==> src/rtl/tabla_scan.sv <==
// tabla_scan: drives sel through rows 0..7, samples f_in after SETTLE+1 cycles per row.
// Optional comparator against `expected` is compiled in with `define TABLA_CHECK_EN.
`timescale 1ns/1ps
`default_nettype none
module tabla_scan #(
   parameter int SETTLE = 2
) (
   input  logic       clk,
   input  logic       reset,
   input  logic       start,
   input  logic       abort,
   input  logic       f_in,
   input  logic [7:0] expected,
   output logic [2:0] sel,
   output logic       busy,
   output logic       done,
   output logic [7:0] table_out,
   output logic       match
);
   localparam logic [3:0] c_SETTLE = SETTLE[3:0];

   typedef enum logic [1:0] {
      S_IDLE  = 2'd0,
      S_DRIVE = 2'd1,
      S_DONE  = 2'd2
   } state_t;

   state_t     r_state, w_state_nxt;
   logic [2:0] r_sel, w_sel_nxt;
   logic [3:0] r_cnt, w_cnt_nxt;
   logic [7:0] r_table, w_table_nxt, w_table_smp;
   logic       r_match, w_match_nxt;
   logic       w_cmp;
   logic       w_go;

   always_ff @(posedge clk or posedge reset) begin
      if (reset) begin
         r_state <= S_IDLE;
         r_sel   <= 3'd0;
         r_cnt   <= 4'd0;
         r_table <= 8'h00;
         r_match <= 1'b0;
      end else begin
         r_state <= w_state_nxt;
         r_sel   <= w_sel_nxt;
         r_cnt   <= w_cnt_nxt;
         r_table <= w_table_nxt;
         r_match <= w_match_nxt;
      end
   end

   assign w_go = start & ~abort;

   // Table as it will look after this cycle's sample; feeds the comparator too.
   always_comb begin
      w_table_smp        = r_table;
      w_table_smp[r_sel] = f_in;
   end

`ifdef TABLA_CHECK_EN
   assign w_cmp = (w_table_smp == expected);
`else
   logic w_unused_expected;
   assign w_unused_expected = ^expected;
   assign w_cmp             = 1'b0;
`endif

   always_comb begin
      w_state_nxt = r_state;
      w_sel_nxt   = r_sel;
      w_cnt_nxt   = r_cnt;
      w_table_nxt = r_table;
      w_match_nxt = r_match;
      case (r_state)
         S_IDLE: begin
            if (w_go) begin
               w_state_nxt = S_DRIVE;
               w_sel_nxt   = 3'd0;
               w_cnt_nxt   = 4'd0;
               w_table_nxt = 8'h00;
               w_match_nxt = 1'b0;
            end
         end
         S_DRIVE: begin
            if (abort) begin
               w_state_nxt = S_IDLE;
               w_sel_nxt   = 3'd0;
               w_cnt_nxt   = 4'd0;
               w_table_nxt = 8'h00;
               w_match_nxt = 1'b0;
            end else if (r_cnt != c_SETTLE) begin
               w_cnt_nxt = r_cnt + 4'd1;
            end else begin
               w_table_nxt = w_table_smp;
               w_cnt_nxt   = 4'd0;
               if (r_sel == 3'd7) begin
                  w_state_nxt = S_DONE;
                  w_match_nxt = w_cmp;
               end else begin
                  w_sel_nxt = r_sel + 3'd1;
               end
            end
         end
         S_DONE: begin
            if (abort) begin
               w_state_nxt = S_IDLE;
               w_match_nxt = 1'b0;
            end else if (start) begin
               w_state_nxt = S_DRIVE;
               w_sel_nxt   = 3'd0;
               w_cnt_nxt   = 4'd0;
               w_table_nxt = 8'h00;
               w_match_nxt = 1'b0;
            end
         end
         default: w_state_nxt = S_IDLE;
      endcase
   end

   assign sel       = r_sel;
   assign busy      = (r_state == S_DRIVE);
   assign done      = (r_state == S_DONE);
   assign table_out = r_table;
   assign match     = r_match;

endmodule
`default_nettype wire

==> config.mk <==
export PLATFORM = sky130hd
export DESIGN_NAME = tabla_scan
export DESIGN_NICKNAME = d
export VERILOG_FILES = /design/src/rtl/tabla_scan.sv
export SDC_FILE = /design/constraint.sdc
export NUM_CORES = 1
export LEC_CHECK = 0
export ABC_AREA = 0
export ABC_CLOCK_PERIOD_IN_PS = 2150
export CAP_MARGIN = 20
export CORE_MARGIN = 2
export CORE_UTILIZATION = 47
export DETAILED_ROUTE_END_ITERATION = 12
export HOLD_SLACK_MARGIN = 0.05
export PLACE_DENSITY = 0.78
export SLEW_MARGIN = 20
export SYNTH_ARGS = -nofsm -noshare
export SYNTH_HDL_FRONTEND = slang
export SYNTH_SLANG_ARGS = --single-unit
==> constraint.sdc <==
create_clock -name clk -period 2.15 [get_ports clk]
set_input_delay 0.5375 -clock clk [delete_from_list [all_inputs] [get_ports clk]]
set_output_delay 0.5375 -clock clk [all_outputs]
set_load 0.005 [all_outputs]
==> reports/qor.csv, run 1 <==
metric,value,unit
status,finished clean,
clkTransAtPathRegs,100,ps
grt_usage,0.212,
power_leakage,0.553,nW
cts_resized,0,
pwr-share-clk,0.275,
synth_area_per_cell,9.55,um^2
yosys.area.top_type,dfrtp_1,
synth_compound_area_frac,0.148,
netlist.area_leader.share,0.416,
fmaxAchievable,498,MHz
syn_inst,107,
slew_headroom,0.557,
postCtsHoldBufs,0,
p_comb_frac,0.183,
drt-vias-per-instance,6.07,
ios,27,
grt_pass1_wl,4150,um
dr_total_vias,935,
die_h,50.6,um
max_stage_delay,510,ps
htree_levels,1,
critPathRequiredTime,1610,ps
syn_area,1020,um^2
pwr-share-seq,0.542,
wire_per_inst,15.7,um
synth_ff_type,dfrtp_1,
fin_skew,8.15,ps
area_delta_synth_final,24.1,%
min_path_type,reg -> reg,
synth_edf_count,0,
path_cells,and2b_1 -> clkdlybuf4s50_1,
synth_cell_types,36,
place_congestion,0.840,
holdWs,568,ps
timing.final.crit_period,2010,ps
final_layout_size_suffix_gt1_frac,0.118,
cts-root-buf,clkbuf_4,
synth_top_family_by_area,simple AND/OR/NAND/NOR gates,
final-hold-violation-count,0,
mostFrequentLayoutCells,"nand3_1 (20), clkdlybuf4s50_1 (17), dfrtp_1 (17), inv_1 (8), nand4_1 (8)",
cp_max_fo,7,
grt_pass1_vias,920,
synth_fa_ha_area_frac,0.0490,
die-area,2560,um^2
dr.pass1.iters,4,
maxCapViolCount,0,
start_util,0.511,
ys_ff_latch,17,
layout_commonest_cell,nand3_1,
ys_warn_count,0,
ir_drop,0.000597,V
crit_type,reg -> out,
clk-insertion-delay-late,290,ps
synth_mux_area_frac,0.0208,
hpwl,1750,um
core,2000,um^2
rsz0062_at_grt,false,
p_int,0.000452,W
fin_crit_sh,0.935,
critical_path_arrival,1470,ps
cts_tree,built,
cts_setup_buffers,0,
finalPower,0.000631,W
port_buffers,17,
wl,2420,um
dp_slack,-2.66,ps
synth-async-reset-ratio,1.00,
cellPowerDensity,497,nW/um^2
synth_nets,124,
startpoint_type,register,
grt_overflow,0,
drc,0,
clock_sinks,17,
drtIter0Drc,42,
postRouteAntennaNets,0,
antenna_cells,0,
grt_max_degree,18,
antenna_found_initial,0,
switching_share,0.284,
yosys.area_share.simple,0.294,
die_w,50.6,um
yosys-top-cells-area,"dfrtp_1 (42%), nand3_1 (9.8%), o311ai_1 (5.1%), ha_1 (4.9%), nand4_1 (4.9%)",
cts_buffers,3,
finalMaxSlewViolations,0,
tightest_slew,664,ps
setup_viol,0,
slowest_stage,clkdlybuf4s50_1,
yosysSeqAreaShare,0.416,
p_switching,0.000180,W
fp-row-count,16,
worst_setup_path_end_kind,primary output,
finalWorstSetupSlack,140,ps
synthXorXnorAreaFrac,0,
clockBufferDepth,2,
nNetsFinal,145,
-- registers in the layout, summed over array words and instances (netlist names) --
register,count
r_cnt,4
r_state,2
sel,3
table_out,8
-- power groups by stage --
stage / combinational, W / sequential, W / clock (W)
2_1_floorplan: 0.0000745 / 0.000346 / 0
3_3_place_gp: 0.000111 / 0.000347 / 0
3_5_place_dp: 0.000115 / 0.000349 / 0
4_1_cts: 0.000115 / 0.000342 / 0.000179
5_1_grt: 0.000127 / 0.000345 / 0.000190
6_report: 0.000116 / 0.000342 / 0.000173
-- metrics by stage --
stage	util	cell area [um^2]	cells	setup TNS [ps]
6_report	0.634	1270	154	0
4_1_cts	0.634	1270	154	0
5_1_grt	0.634	1270	154	0
3_3_place_gp	0.621	1240	150	0
3_5_place_dp	0.621	1240	150	-2.66
2_1_floorplan	-	1020	107	0
-- routing by layer --
| metal | routed length (um) | track usage | vias up |
|---|---|---|---|
| li1 | - | - | 446 |
| met1 | 1110 | 0.276 | 456 |
| met2 | 1160 | 0.344 | 29 |
| met3 | 120 | 0.0655 | 4 |
| met4 | 30 | 0.0495 | 0 |
| met5 | 0 | 0 | - |
-- final cells by class --
class / count / area, um^2
inverter: 9 / 33.8
multi-input combinational: 73 / 527
sequential: 17 / 425
clock buffer: 4 / 26.3
tap: 27 / 33.8
timing repair buffer: 24 / 223
fill: 158 / 733
-- worst paths after layout --
kind | from | to | slack, ps | cells after the start
worst max register to register | r_cnt[0] | table_out[6] | 330 | 5
worst min-delay path | r_cnt[0] | r_cnt[0] | 570 | 1
max in group asynchronous | reset | r_state[0] | 1090 | 2
worst min register to register | r_cnt[0] | r_cnt[0] | 570 | 1
min in group asynchronous | reset | table_out[6] | 630 | 2
worst max-delay path | r_state[0] | done | 140 | 2
-- synthesized netlist by cell type (2+ instances only) --
cell,n
nand3_1,20
dfrtp_1,17
inv_1,8
nand4_1,8
o311ai_1,6
clkbuf_1,5
ha_1,4
nand2b_1,4
a22o_1,2
a311o_1,2
buf_2,2
nand2_1,2
nor4bb_1,2
o21ai_0,2
or3b_1,2
-- worst max-delay path, delay by kind of cell (launching register included) --
family	cells	cell delay [ps]
DFF	1	440
buffers and inverters	1	510
and+or+nand+nor	1	240
-- cell families after synthesis --
group | after synthesis
buf+inv | 17
compound gates | 19
flops | 17
mux | 2
fa+ha+maj | 4
other cells | 1
simple gates | 47
Note: power is estimated with default switching activity, not from simulation.
==> run 2: changes to the inputs <==
--- a/config.mk
+++ b/config.mk
@@ -7,7 +7,7 @@
 export LEC_CHECK = 0
 export ABC_AREA = 0
 export ABC_CLOCK_PERIOD_IN_PS = 2150
-export CAP_MARGIN = 20
+export CAP_MARGIN = 15
 export CORE_MARGIN = 2
 export CORE_UTILIZATION = 47
 export DETAILED_ROUTE_END_ITERATION = 12
==> results of run 2 <==
Final layout, timing and power as in run 1 (identical DEF).
==> run 3: changes to the inputs <==
--- a/config.mk
+++ b/config.mk
@@ -12,7 +12,7 @@
 export CORE_UTILIZATION = 47
 export DETAILED_ROUTE_END_ITERATION = 12
 export HOLD_SLACK_MARGIN = 0.05
-export PLACE_DENSITY = 0.78
+export PLACE_DENSITY = 0.8
 export SLEW_MARGIN = 20
 export SYNTH_ARGS = -nofsm -noshare
 export SYNTH_HDL_FRONTEND = slang
==> run 3 against run 2 <==
Combinational power hardly changed. Sequential cell count is the same. Die area unchanged. Clock skew decreased by 5.1 ps. Sequential power about the same. Global-route usage shrank 0.54 points. Final cell count did not move. Fmax rose by 0.92%. Sequential share of layout area did not move. Worst setup slack gained 18 ps. Routed wire length is 3.7% lower. Core utilization unchanged.
==> reports/qor.csv, run 3 (synthesized netlist as in run 1, its figures left out) <==
metric,value,unit,change
drtIter0Drc,20,,was 42
antenna_found_initial,0,,unchanged
pwr-share-seq,0.543,,was 0.542
crit_type,reg -> out,,unchanged
hp-start,table_out[4],,was r_cnt[0]
grt_busiest_layer,met2,,unchanged
slew_headroom,0.574,,was 0.557
setup_viol,0,,unchanged
grt_overflow,0,,unchanged
dr_total_vias,926,,was 935
startpoint_type,register,,unchanged
power_leakage,0.553,nW,unchanged
tns,0,ps,unchanged
r2r-end,sel[0],,was table_out[6]
n_fill_cell,162,,was 158
finalMaxSlewViolations,0,,unchanged
cts_resized,0,,unchanged
ios,27,,unchanged
finalWorstSetupSlack,159,ps,was 140 ps
start_util,0.511,,unchanged
dr.pass1.iters,4,,unchanged
pwr-share-clk,0.274,,was 0.275
min_path_cells,2,,was 1
clk-insertion-delay-late,290,ps,about the same
nNetsFinal,145,,unchanged
tightest_slew,639,ps,was 664 ps
status,finished clean,,unchanged
path_cells,nand2b_1 -> inv_1 -> clkdlybuf4s50_1,,was and2b_1 -> clkdlybuf4s50_1
mostFrequentLayoutCells,"nand3_1 (20), clkdlybuf4s50_1 (17), dfrtp_1 (17), inv_1 (8), nand4_1 (8)",,unchanged
clockBufferDepth,2,,unchanged
place_congestion,0.798,,was 0.840
fin_skew,3.04,ps,was 8.15 ps
grt_usage,0.207,,was 0.212
min_path_type,reg -> reg,,unchanged
drc,0,,unchanged
switching_share,0.282,,was 0.284
grt_use_met2,0.338,,was 0.344
cts_setup_buffers,0,,unchanged
clock_sinks,17,,unchanged
finalPower,0.000631,W,about the same
die-area,2560,um^2,unchanged
global_route.usage.met3,0.0327,,was 0.0655
largest_reg_flops,8,,unchanged
rsz0062_at_grt,false,,unchanged
port_buffers,17,,unchanged
grt_max_degree,18,,unchanged
dp_slack,30.8,ps,was -2.66 ps
die_h,50.6,um,unchanged
final-hold-violation-count,0,,unchanged
cp_max_fo,5,,was 7
r2r-start,sel[1],,was r_cnt[0]
area_delta_synth_final,24.1,%,unchanged
ir_drop,0.000346,V,was 0.000597 V
cts-root-buf,clkbuf_4,,unchanged
p_switching,0.000178,W,was 0.000180 W
antenna_cells,0,,unchanged
postRouteAntennaNets,0,,unchanged
fin_crit_sh,0.926,,was 0.935
final_layout_size_suffix_gt1_frac,0.118,,unchanged
die_w,50.6,um,unchanged
slowest_stage,clkdlybuf4s50_1,,unchanged
fp-row-count,16,,unchanged
grt_pass1_vias,917,,was 920
maxCapViolCount,0,,unchanged
clkTransAtPathRegs,100,ps,about the same
wl,2330,um,was 2420 um
holdPathEnd,table_out[4],,was r_cnt[0]
p_int,0.000452,W,about the same
cellPowerDensity,497,nW/um^2,about the same
grt_pass1_wl,4000,um,was 4150 um
fin_area,1270,um^2,unchanged
p_comb_frac,0.183,,about the same
max_stage_delay,500,ps,was 510 ps
cts_buffers,3,,unchanged
r2r_slack,320,ps,was 330 ps
layout_commonest_cell,nand3_1,,unchanged
r2r_cells,5,,unchanged
core,2000,um^2,unchanged
postCtsHoldBufs,0,,unchanged
timing.final.crit_period,1990,ps,was 2010 ps
critical_path_arrival,1450,ps,was 1470 ps
worst_setup_path_end_kind,primary output,,unchanged
use_met1,0.264,,was 0.276
critPathRequiredTime,1610,ps,about the same
wire_per_inst,15.1,um,was 15.7 um
hpwl,1740,um,was 1750 um
cts_tree,built,,unchanged
postPlaceCellArea,1240,um^2,unchanged
fmaxAchievable,502,MHz,was 498 MHz
drt-vias-per-instance,6.01,,was 6.07
htree_levels,1,,unchanged
## run 3: layer usage
layer / part of all wire / vias up
met4: 0.030 / 0
met1: 0.44 / 446
met2: 0.48 / 26
met5: 0 / -
met3: 0.043 / 8
li1: - / 446
## run 3: through the flow
| stage | cells | utilization | hold slack (ps) |
|---|---|---|---|
| after floorplan | 107 | - | 464 |
| after global routing | 154 | 0.634 | 589 |
| after global placement | 150 | 0.621 | 523 |
| final | 154 | 0.634 | 551 |
| after CTS | 154 | 0.634 | 558 |
| after detailed placement | 150 | 0.621 | 532 |
## run 3: critical path, delay by kind of cell, from the launching register on
kind                   cells  cell delay (ps)
buffers and inverters      2              570
DFF                        1              430
and+or+nand+nor            1              170
## run 3: how the worst max path moves through the flow
stage	start	to	slack, ps	depth (start not counted)
floorplan	r_cnt[0]	table_out[3]	550	6
global placement	start	sel[0]	50	4
detailed placement	start	sel[0]	30	4
CTS	r_state[1]	busy	150	3
global route	r_state[1]	busy	90	3
finish	r_state[1]	busy	160	3
## run 3: final cells by class
cell class	instances	area [um^2]	share of cell area
Multi-Input combinational cell	73	527	0.415
Sequential cell	17	425	0.335
Timing Repair Buffer	24	223	0.176
Inverter	9	33.8	0.0266
Tap cell	27	33.8	0.0266
Clock buffer	4	26.3	0.0207
## run 3: power groups by stage
stage / combinational, W / sequential, W / clock (W)
final: 0.000116 / 0.000342 / 0.000173
after global routing: 0.000128 / 0.000344 / 0.000195
after CTS: 0.000116 / 0.000342 / 0.000177
after detailed placement: 0.000115 / 0.000349 / 0
after global placement: 0.000110 / 0.000347 / 0
after floorplan: 0.0000745 / 0.000346 / 0
